File: src/rtl/irq_pending_8.sv
// Eight-line edge-triggered interrupt pending register with per-line masking,
// sticky overrun flags and a single request/acknowledge handshake.
module irq_pending_8 (
  input  logic       iClk,
  input  logic       iRst_n,
  input  logic [7:0] iReq,
  input  logic [7:0] iMask,
  input  logic       iAck,
  input  logic [2:0] iAckId,
  input  logic       iClrLost,
  output logic [7:0] oPend,
  output logic       oIrq,
  output logic [7:0] oLost,
  output logic       oAckErr
);

  typedef enum logic [1:0] {
    IDLE   = 2'd0,
    ASSERT = 2'd1,
    GAP    = 2'd2
  } state_t;

  state_t     state;
  state_t     stateNext;

  logic [7:0] reqSync1;
  logic [7:0] reqSync2;
  logic [7:0] reqHist;
  logic [7:0] reqEdge;

  logic [7:0] pend;
  logic [7:0] pendNext;
  logic [7:0] lost;
  logic [7:0] lostNext;

  logic       ackValid;
  logic       ackHit;
  logic [7:0] ackVec;
  logic [7:0] clrVec;
  logic [7:0] overrun;
  logic       ackErr;

  // Request synchronizer and rising-edge detector
  always_ff @(posedge iClk or negedge iRst_n) begin
    if (!iRst_n) begin
      reqSync1 <= '0;
      reqSync2 <= '0;
      reqHist  <= '0;
    end else begin
      reqSync1 <= iReq;
      reqSync2 <= reqSync1;
      reqHist  <= reqSync2;
    end
  end

  assign reqEdge = reqSync2 & ~reqHist;

  // Acknowledges only count while the request is being presented
  assign ackValid = (state == ASSERT) && iAck;
  assign ackVec   = 8'b1 << iAckId;
  assign ackHit   = ackValid && pend[iAckId];
  assign clrVec   = ackHit ? ackVec : '0;

  // A new edge outranks a same-cycle clear, so it is never counted as lost
  assign overrun  = reqEdge & pend & ~clrVec;

  always_comb begin
    pendNext = (pend & ~clrVec) | reqEdge;
    lostNext = (iClrLost ? '0 : lost) | overrun;
  end

  always_ff @(posedge iClk or negedge iRst_n) begin
    if (!iRst_n) begin
      pend    <= '0;
      lost    <= '0;
      oAckErr <= 1'b0;
    end else begin
      pend    <= pendNext;
      lost    <= lostNext;
      oAckErr <= ackErr;
    end
  end

  assign ackErr = ackValid && !pend[iAckId];

  assign oPend  = pend & ~iMask;
  assign oLost  = lost;

  // State register
  always_ff @(posedge iClk or negedge iRst_n) begin
    if (!iRst_n) begin
      state <= IDLE;
    end else begin
      state <= stateNext;
    end
  end

  // Next-state logic
  always_comb begin
    stateNext = state;
    case (state)
      IDLE: begin
        if (|oPend) begin
          stateNext = ASSERT;
        end
      end
      ASSERT: begin
        if (iAck) begin
          stateNext = GAP;
        end else if (!(|oPend)) begin
          stateNext = IDLE;
        end
      end
      GAP: begin
        stateNext = IDLE;
      end
      default: begin
        stateNext = IDLE;
      end
    endcase
  end

  // Output decode
  always_comb begin
    oIrq = 1'b0;
    if (state == ASSERT) begin
      oIrq = 1'b1;
    end
  end

endmodule
File: config.mk
export PLATFORM = sky130hd
export DESIGN_NAME = irq_pending_8
export DESIGN_NICKNAME = d
export VERILOG_FILES = /design/src/rtl/irq_pending_8.sv
export SDC_FILE = /design/constraint.sdc
export NUM_CORES = 1
export LEC_CHECK = 0
export ABC_AREA = 1
export ABC_CLOCK_PERIOD_IN_PS = 1600
export CORE_ASPECT_RATIO = 1.1
export CORE_MARGIN = 5
export CORE_UTILIZATION = 35
export DETAILED_ROUTE_END_ITERATION = 8
export PLACE_DENSITY = 0.71
export SLEW_MARGIN = 20
export SYNTH_ARGS = -nofsm -noshare
export SYNTH_HDL_FRONTEND = slang
export SYNTH_SLANG_ARGS = --single-unit
File: constraint.sdc
create_clock -name iClk -period 1.6 [get_ports iClk]
set_clock_uncertainty 0.2 [all_clocks]
set_input_delay 0.48 -clock iClk [delete_from_list [all_inputs] [get_ports iClk]]
set_output_delay 0.48 -clock iClk [all_outputs]
set_load 0.02 [all_outputs]
# After elaboration in Yosys (flattened, before gate mapping)
# Index checks and enable logic that the tools add are counted.
dict set report classes {
  shift 1
  order_cmp 1
  n_reduce_logical 7
  eq_ne 3
  muxes 9
  bitwise_logic 10
}
# operator n
set op_table {}
lappend op_table {{$and 8x8->8} 5}
lappend op_table {{$not 8->8} 3}
lappend op_table {{$mux 8} 2}
lappend op_table {{$or 8x8->8} 2}
lappend op_table {{$reduce_or 8->1} 1}
lappend op_table {{$shl 1x3->8 const A} 1}
lappend op_table {{$mux 2} 3}
lappend op_table {{$lt 3x4->1 const B} 1}
lappend op_table {{$pmux 2 s2} 1}
lappend op_table {{$bmux 1 s3} 1}
lappend op_table {{$logic_and 1x1->1} 3}
lappend op_table {{$ne 3x3->1 const B} 1}
lappend op_table {{$eq 2x1->1 const B} 1}
lappend op_table {{$logic_not 2->1} 1}
lappend op_table {{$mux 1} 2}
lappend op_table {{$ne 2x2->1 const B} 1}
lappend op_table {{$reduce_and 2->1} 1}
lappend op_table {{$logic_not 1->1} 1}
dict set report totals {
  out_inout_bits 18
  inputBits 23
  elab_cells 38
  register_bits 43
}

# Depth between registers and ports, before layout
# Gate-level depths: netlist (run 1).
dict set report logic_depth {
  ltp_word 7
  mapped_depth 8
  mapped_depth_nobuf 8
}

# Worst setup path before layout (run 1)
# No wires, ideal clock.
dict set report synth_path {
  path_type {in2out}
  start {in iMask[4]}
  end {out oPend[4]}
  t_arrival_ps 912
  path_stages 2
  n_path_buf 0
  t_required_ps 920
  path_slack_ps 8
  cell_sequence {or2_2 > inv_1}
}
dict set report synth_via {
  elab_chain_cells 2
}
# item line_no
set synth_rtl {}
lappend synth_rtl {{start, declared} 7} ;# input logic [7:0] iMask,
lappend synth_rtl {{$not 8->8} 86} ;# assign oPend = pend & ~iMask;
lappend synth_rtl {{$and 8x8->8} 86}
lappend synth_rtl {{end, declared} 11} ;# output logic [7:0] oPend,
# Every way passes these cells.

# Worst setup path after layout (run 1)
dict set report layout_path {
  start {reg pend[4]}
  end {out oPend[4]}
}
dict set report layout_via {
  elab_chain_cells 1
}
# item line_no
set layout_rtl {}
lappend layout_rtl {{start, declared} 31} ;# logic [7:0] pend;
lappend layout_rtl {{start signal, assigned} 78} ;# pend <= pendNext;
lappend layout_rtl {{$and 8x8->8} 86}
# Every way passes these cells.

==> results.py, run 1 <==
metrics = {
    "status": {
        "outcome": "finished with violations",
        "violations": "negative setup slack",
    },
    "floorplan": {
        "core-area_um2": 4680,
        "dieArea_um2": 6390,
        "die_w_um": 76.7,
        "fp.dieH_um": 83.3,
        "initial_core_util_pct": 36.5,
        "rows": 26,
        "top_level_ports": 41,
    },
    "synth": {
        "avgSynthCellArea_um2": 9.45,
        "ys_types": 21,
        "ys_ff_latch": 43,
        "syn_nets": 204,
        "synthCells": 181,
        "synth_area_um2": 1710,
        "yosysWarnings": 0,
        "synth-seq-area-share_pct": 62.9,
    },
    "sta": {
        "finalHoldViolCount": 0,
        "setup_slack_ns": -0.190,
        "rsz0062_at_grt": "yes",
        "final.setup.tns_ns": -0.700,
        "drv_slew": 0,
        "maxSlewHeadroom_pct": 80.5,
        "fin_crit_ns": 1.79,
        "fin_crit_sh_pct": 112,
        "max_freq_mhz": 559,
        "setup_viol_count_final": 15,
        "tightest_slew_ns": 0.290,
    },
    "drt": {
        "drtIter0Drc": 69,
        "vias": 1442,
        "drt-total-wl_um": 4010,
        "drc": 0,
        "detail-route-antenna-nets": 0,
        "dr.pass1.iters": 4,
        "wire_per_inst_um": 12.3,
        "via_per_inst": 4.41,
    },
    "worst_setup_path": {
        "path_buf_inv": 3,
        "crit_path_frequent_cell": "inv_2",
        "cpMaxStageDelayCell": "dfrtp_1",
        "worstPathArrival_ns": 1.11,
        "cp.required_ns": 0.92,
        "slowest_delay_ns": 0.36,
        "worstPathCellList": "inv_2 -> or2_4 -> inv_2 -> buf_6",
        "end_kind": "output pin",
        "path_class": "flop to output pin",
        "crit_family": "flip-flops",
        "path_max_fanout": 2,
        "cp-start-kind": "flop",
    },
    "cells_and_area": {
        "drive_above_1_share_pct": 40.2,
        "antenna_cells_inserted": 0,
        "nets": 293,
        "synthToLayoutAreaGrowth_pct": 57.4,
    },
    "global_routing": {
        "antenna_found_initial": 0,
        "grt_pass1_wl_um": 6670,
        "grt_overflow": 0,
        "grt.total_usage_pct": 12.9,
        "grt_pass1_vias": 1482,
        "grt_max_degree": 44,
    },
    "cts": {
        "insertion_delay_ns": 0.29,
        "path_clk_slew_ns": 0.08,
        "cts_root_buf": "clkbuf_8",
        "cts_sinks": 43,
        "htreeDepth": 2,
        "cts_buffer_depth": 2,
        "numCtsBuffers": 5,
        "cts_tree": "yes",
    },
    "min_path": {
        "hold_path_class": "flop to flop",
    },
    "flow_run": {
        "maxCapViolations": 0,
    },
    "pwr": {
        "power_mw": 2.50,
        "pwr_density_cell_nw_per_um2": 929,
        "irDropWorstVdd_mv": 0.485,
        "p_leak_nw": 1.47,
    },
    "place": {
        "dp_hpwl_um": 2720,
        "io_buffer_count": 40,
        "gp_congestion": 0.861,
    },
}
layer usage:
layer  vias up  global-route usage, %  share of wire, %
met5         -                      0                 0
met4         0                   5.09               2.0
met3         6                   4.11               5.6
met2        42                   22.3                53
met1       672                   14.7                40
li1        722                      -                 -
cells in the mapped netlist:
cell | n | share of area [%]
nand2_1 | 61 | 13
dfrtp_1 | 43 | 63
inv_1 | 31 | 6.8
nor2_1 | 15 | 3.3
nand4_1 | 4 | 1.5
nand4_2 | 4 | 2.9
nor3_1 | 3 | 0.88
buf_2 | 2 | 0.59
nand2_2 | 2 | 0.73
nand3_2 | 2 | 1.2
nor4_1 | 2 | 0.73
o21ai_1 | 2 | 0.59
or2_2 | 2 | 0.73
a21boi_0 | 1 | 0.44
a21oi_1 | 1 | 0.29
buf_6 | 1 | 0.66
inv_2 | 1 | 0.22
nand3_1 | 1 | 0.29
nor3_4 | 1 | 0.95
o21ai_2 | 1 | 0.51
o21bai_1 | 1 | 0.44
where the power goes:
part / leakage [nW] / total [mW] / internal, mW / switching, mW
Clock: 0.0515 / 0.737 / 0.394 / 0.343
Sequential: 0.488 / 1.20 / 1.16 / 0.0351
Combinational: 0.932 / 0.570 / 0.288 / 0.283
worst reg2reg max path: cells and delay by family (launching register included):
kind                   cells  cell delay, ns
AOI/OAI and AO/OA          1            0.06
buffers and inverters      4            0.50
DFF                        1            0.41
and+or+nand+nor            2            0.36
layout by cell type, fill, tap and decap left out, types with 3 or more instances in the layout:
cell type / n
clkdlybuf4s15_1: 5
nand2_2: 6
o21ai_2: 3
dfrtp_1: 43
buf_2: 11
nand4_4: 3
buf_4: 38
inv_1: 18
inv_2: 13
buf_6: 12
dlygate4sd2_1: 3
clkdlybuf4s50_1: 9
clkbuf_8: 7
nor2_1: 13
nand4_1: 4
nand2_1: 56
nor3_1: 3
timing repair:
action,4_1_cts,5_1_grt
hold buffers,1,0
endpoints found under the setup margin,36,25
endpoints found under the hold margin,43,0
buffers inserted,9,5
resized for setup,125,26
pin swaps,11,17
gates cloned,2,0
kinds of logic (layout without fill, tap and decap cells):
family / Yosys count / count (layout) / synth area share (%)
compound gates: 6 / 6 / 2.27
buf+inv: 35 / 125 / 8.27
flops: 43 / 43 / 62.9
simple gates: 97 / 97 / 26.6
metrics by stage:
| stage | cells | hold slack [ns] | util [%] | cell area, µm² | setup WS (ns) |
|---|---|---|---|---|---|
| after global placement | 304 | 0.132 | 51.6 | 2420 | -0.967 |
| final | 327 | 0.146 | 57.5 | 2690 | -0.190 |
| after floorplan | 181 | -0.0156 | - | 1710 | 0.00842 |
| after detailed placement | 304 | 0.136 | 51.6 | 2420 | -0.971 |
| after CTS | 324 | 0.148 | 55.9 | 2620 | -0.225 |
| after global routing | 327 | 0.160 | 57.5 | 2690 | -0.248 |
final cells by class:
type,instances,area [µm²]
fill,420,1990
sequential,43,1080
clock buffer,8,100
tap,56,70.1
multi-input combinational,103,577
timing repair buffer,85,747
inverter,32,123
final timing paths:
path | slack (ns) | startpoint | cells past startpoint | end
worst max register to register | -0.05 | pend[3] | 7 | state[0]
worst max-delay path | -0.19 | pend[4] | 4 | oPend[4]
worst min register to register | 0.15 | reqSync1[4] | 0 | reqSync2[4]
min in group asynchronous | 0.49 | iRst_n | 3 | oLost[7]
worst min-delay path | 0.15 | reqSync1[4] | 0 | reqSync2[4]
max in group asynchronous | 0.52 | iRst_n | 3 | reqSync2[7]
flip-flops by register name, indices dropped and copies added, names as in the netlist:
register,cells
oAckErr,1
oLost,8
pend,8
reqHist,8
reqSync1,8
reqSync2,8
state,2
Power figures use the tool's default switching activity.
==> inputs of run 2 (changes only) <==
REMOVE_ABC_BUFFERS = 1   (was default)
==> results.py, run 2 (synthesis gave the netlist of run 1 again) <==
metrics = {
    "status": {
        "outcome": "finished with violations",
        "violations": "negative setup slack",
    },
    "sta": {
        "maxSlewHeadroom_pct": 77.1,
        "fin_crit_sh_pct": 112,
        "fin_crit_ns": 1.79,
        "max_freq_mhz": 559,
        "tightest_slew_ns": 0.344,
        "rsz0062_at_grt": "yes",
        "setup_viol_count_final": 7,
        "finalHoldViolCount": 0,
        "drv_slew": 0,
        "setup_slack_ns": -0.189,
    },
    "place": {
        "dp_slack_ns": -0.978,
        "dp_hpwl_um": 2600,
        "gp_congestion": 0.777,
        "io_buffer_count": 40,
        "placedCellCount": 304,
    },
    "floorplan": {
        "core-area_um2": 4680,
        "initial_core_util_pct": 36.5,
        "dieArea_um2": 6390,
        "die_w_um": 76.7,
        "rows": 26,
        "top_level_ports": 41,
        "fp.dieH_um": 83.3,
    },
    "worst_setup_path": {
        "reg2reg_slack_ns": 0.09,
        "worstPathArrival_ns": 1.11,
        "rr_worst_depth": 7,
        "cp-start-kind": "flop",
        "worstPathCellList": "inv_2 -> or2_4 -> inv_4 -> buf_6",
        "slowest_delay_ns": 0.37,
        "cp.required_ns": 0.92,
        "path_buf_inv": 3,
        "cpMaxStageDelayCell": "dfrtp_1",
        "path_class": "flop to output pin",
        "end_kind": "output pin",
        "rr_startpoint": "state[1]",
        "rr_endpoint": "pend[2]",
        "path_max_fanout": 2,
        "crit_family": "flip-flops",
    },
    "global_routing": {
        "grt_max_degree": 44,
        "grt_overflow": 0,
        "grt.total_usage_pct": 12.4,
        "antenna_found_initial": 0,
        "grt_pass1_wl_um": 6330,
        "grt_pass1_vias": 1443,
    },
    "cts": {
        "numCtsBuffers": 5,
        "insertion_delay_ns": 0.29,
        "cts_tree": "yes",
        "path_clk_slew_ns": 0.08,
        "cts_buffer_depth": 2,
        "cts_root_buf": "clkbuf_8",
        "htreeDepth": 2,
        "cts_sinks": 43,
    },
    "drt": {
        "wl_met1_um": 1640,
        "vias": 1398,
        "wire_per_inst_um": 11.4,
        "route.met2.wl_um": 1710,
        "dr.max_layer_used": "met4",
        "detail-route-antenna-nets": 0,
        "drc": 0,
        "drtIter0Drc": 61,
        "drt-total-wl_um": 3680,
        "via_per_inst": 4.31,
        "met3_length_um": 264,
        "dr.pass1.iters": 4,
    },
    "pwr": {
        "power_mw": 2.38,
        "p_leak_nw": 1.45,
        "pwr_density_cell_nw_per_um2": 918,
        "irDropWorstVdd_mv": 0.628,
    },
    "min_path": {
        "min_path_cells": 0,
        "hold-path-endpoint": "reqSync2[7]",
        "hold_path_class": "flop to flop",
        "hold_start": "reqSync1[7]",
    },
    "cells_and_area": {
        "antenna_cells_inserted": 0,
        "drive_above_1_share_pct": 38.1,
        "fill_cells": 445,
        "layout.cells.non_filler": 324,
        "nets": 290,
        "final_cell_mix": "nand2_1 (58), dfrtp_1 (43), buf_4 (35), inv_1 (17), inv_2 (14)",
        "synthToLayoutAreaGrowth_pct": 51.4,
        "layout.cells.most_common": "nand2_1",
    },
    "flow_run": {
        "maxCapViolations": 0,
    },
}
==> run 2: cell count changes in the layout (fill, tap and decap cells not counted), moves of 2 or more <==
cell	before	now
buf_4	38	35
clkbuf_8	7	5
nand2_1	56	58
nand4_2	1	4
nand4_4	3	0
==> run 2: stage by stage <==
| stage | cell area, µm² | setup TNS (ns) | utilization, % | hold slack, ns |
|---|---|---|---|---|
| final | 2590 | -0.416 | 55.3 | 0.149 |
| after global routing | 2590 | -0.870 | 55.3 | 0.156 |
| after CTS | 2580 | -0.509 | 55.1 | 0.151 |
| after detailed placement | 2400 | -15.39 | 51.3 | 0.135 |
| after global placement | 2400 | -15.22 | 51.3 | 0.133 |
| after floorplan | 1690 | 0 | - | -0.0156 |
==> run 2: layout make-up <==
class                   count  area [µm²]  share of cell area (%)
well taps                  56        70.1                    2.71
clock buffers               7        76.3                    2.95
clock inverters             1        5.00                   0.193
repair buffers             82         708                    27.3
flip-flops and latches     43        1080                    41.5
inverters                  32         123                    4.73
multi-input cells         103         532                    20.5
==> run 2: what timing repair did <==
item                       4_1_cts  5_1_grt
setup endpoints to repair       36       22
gates resized for setup        127       20
gates cloned                     1        0
pin swaps                       11       15
buffers inserted                 9        6
hold buffers                     1        0
hold endpoints to repair        43        0
==> run 2: where the power goes <==
group	switching, mW	total [mW]	internal (mW)
registers	0.0341	1.19	1.16
logic	0.268	0.540	0.271
clock network	0.338	0.644	0.306
==> run 2: worst reg2reg max path: cells and delay by family, from the launching register on <==
family        cells  cell delay (ns)
buf+inv           3             0.37
flops             1             0.40
simple gates      4             0.43
==> run 2: how the worst max path moves through the flow <==
stage | end | slack (ns) | startpoint | cells past startpoint
2_1_floorplan | oPend[4] | 0.008 | iMask[4] | 2
3_3_place_gp | oPend[4] | -0.99 | iMask[4] | 4
3_5_place_dp | oPend[4] | -0.98 | iMask[4] | 4
4_1_cts | oPend[4] | -0.21 | pend[4] | 4
5_1_grt | oPend[4] | -0.24 | pend[4] | 4
6_report | oPend[4] | -0.19 | pend[4] | 4
==> run 2: layer usage <==
metal  global-route usage, %  up-vias
met2                    19.5       39
met4                    4.77        0
li1                        -      720
met5                       0        -
met3                    4.33        7
met1                    15.6      632
==> inputs of run 3 (changes only) <==
CAP_MARGIN = 10   (was default)
==> results of run 3 <==
No change in the layout: final DEF, timing and power equal those of run 2.
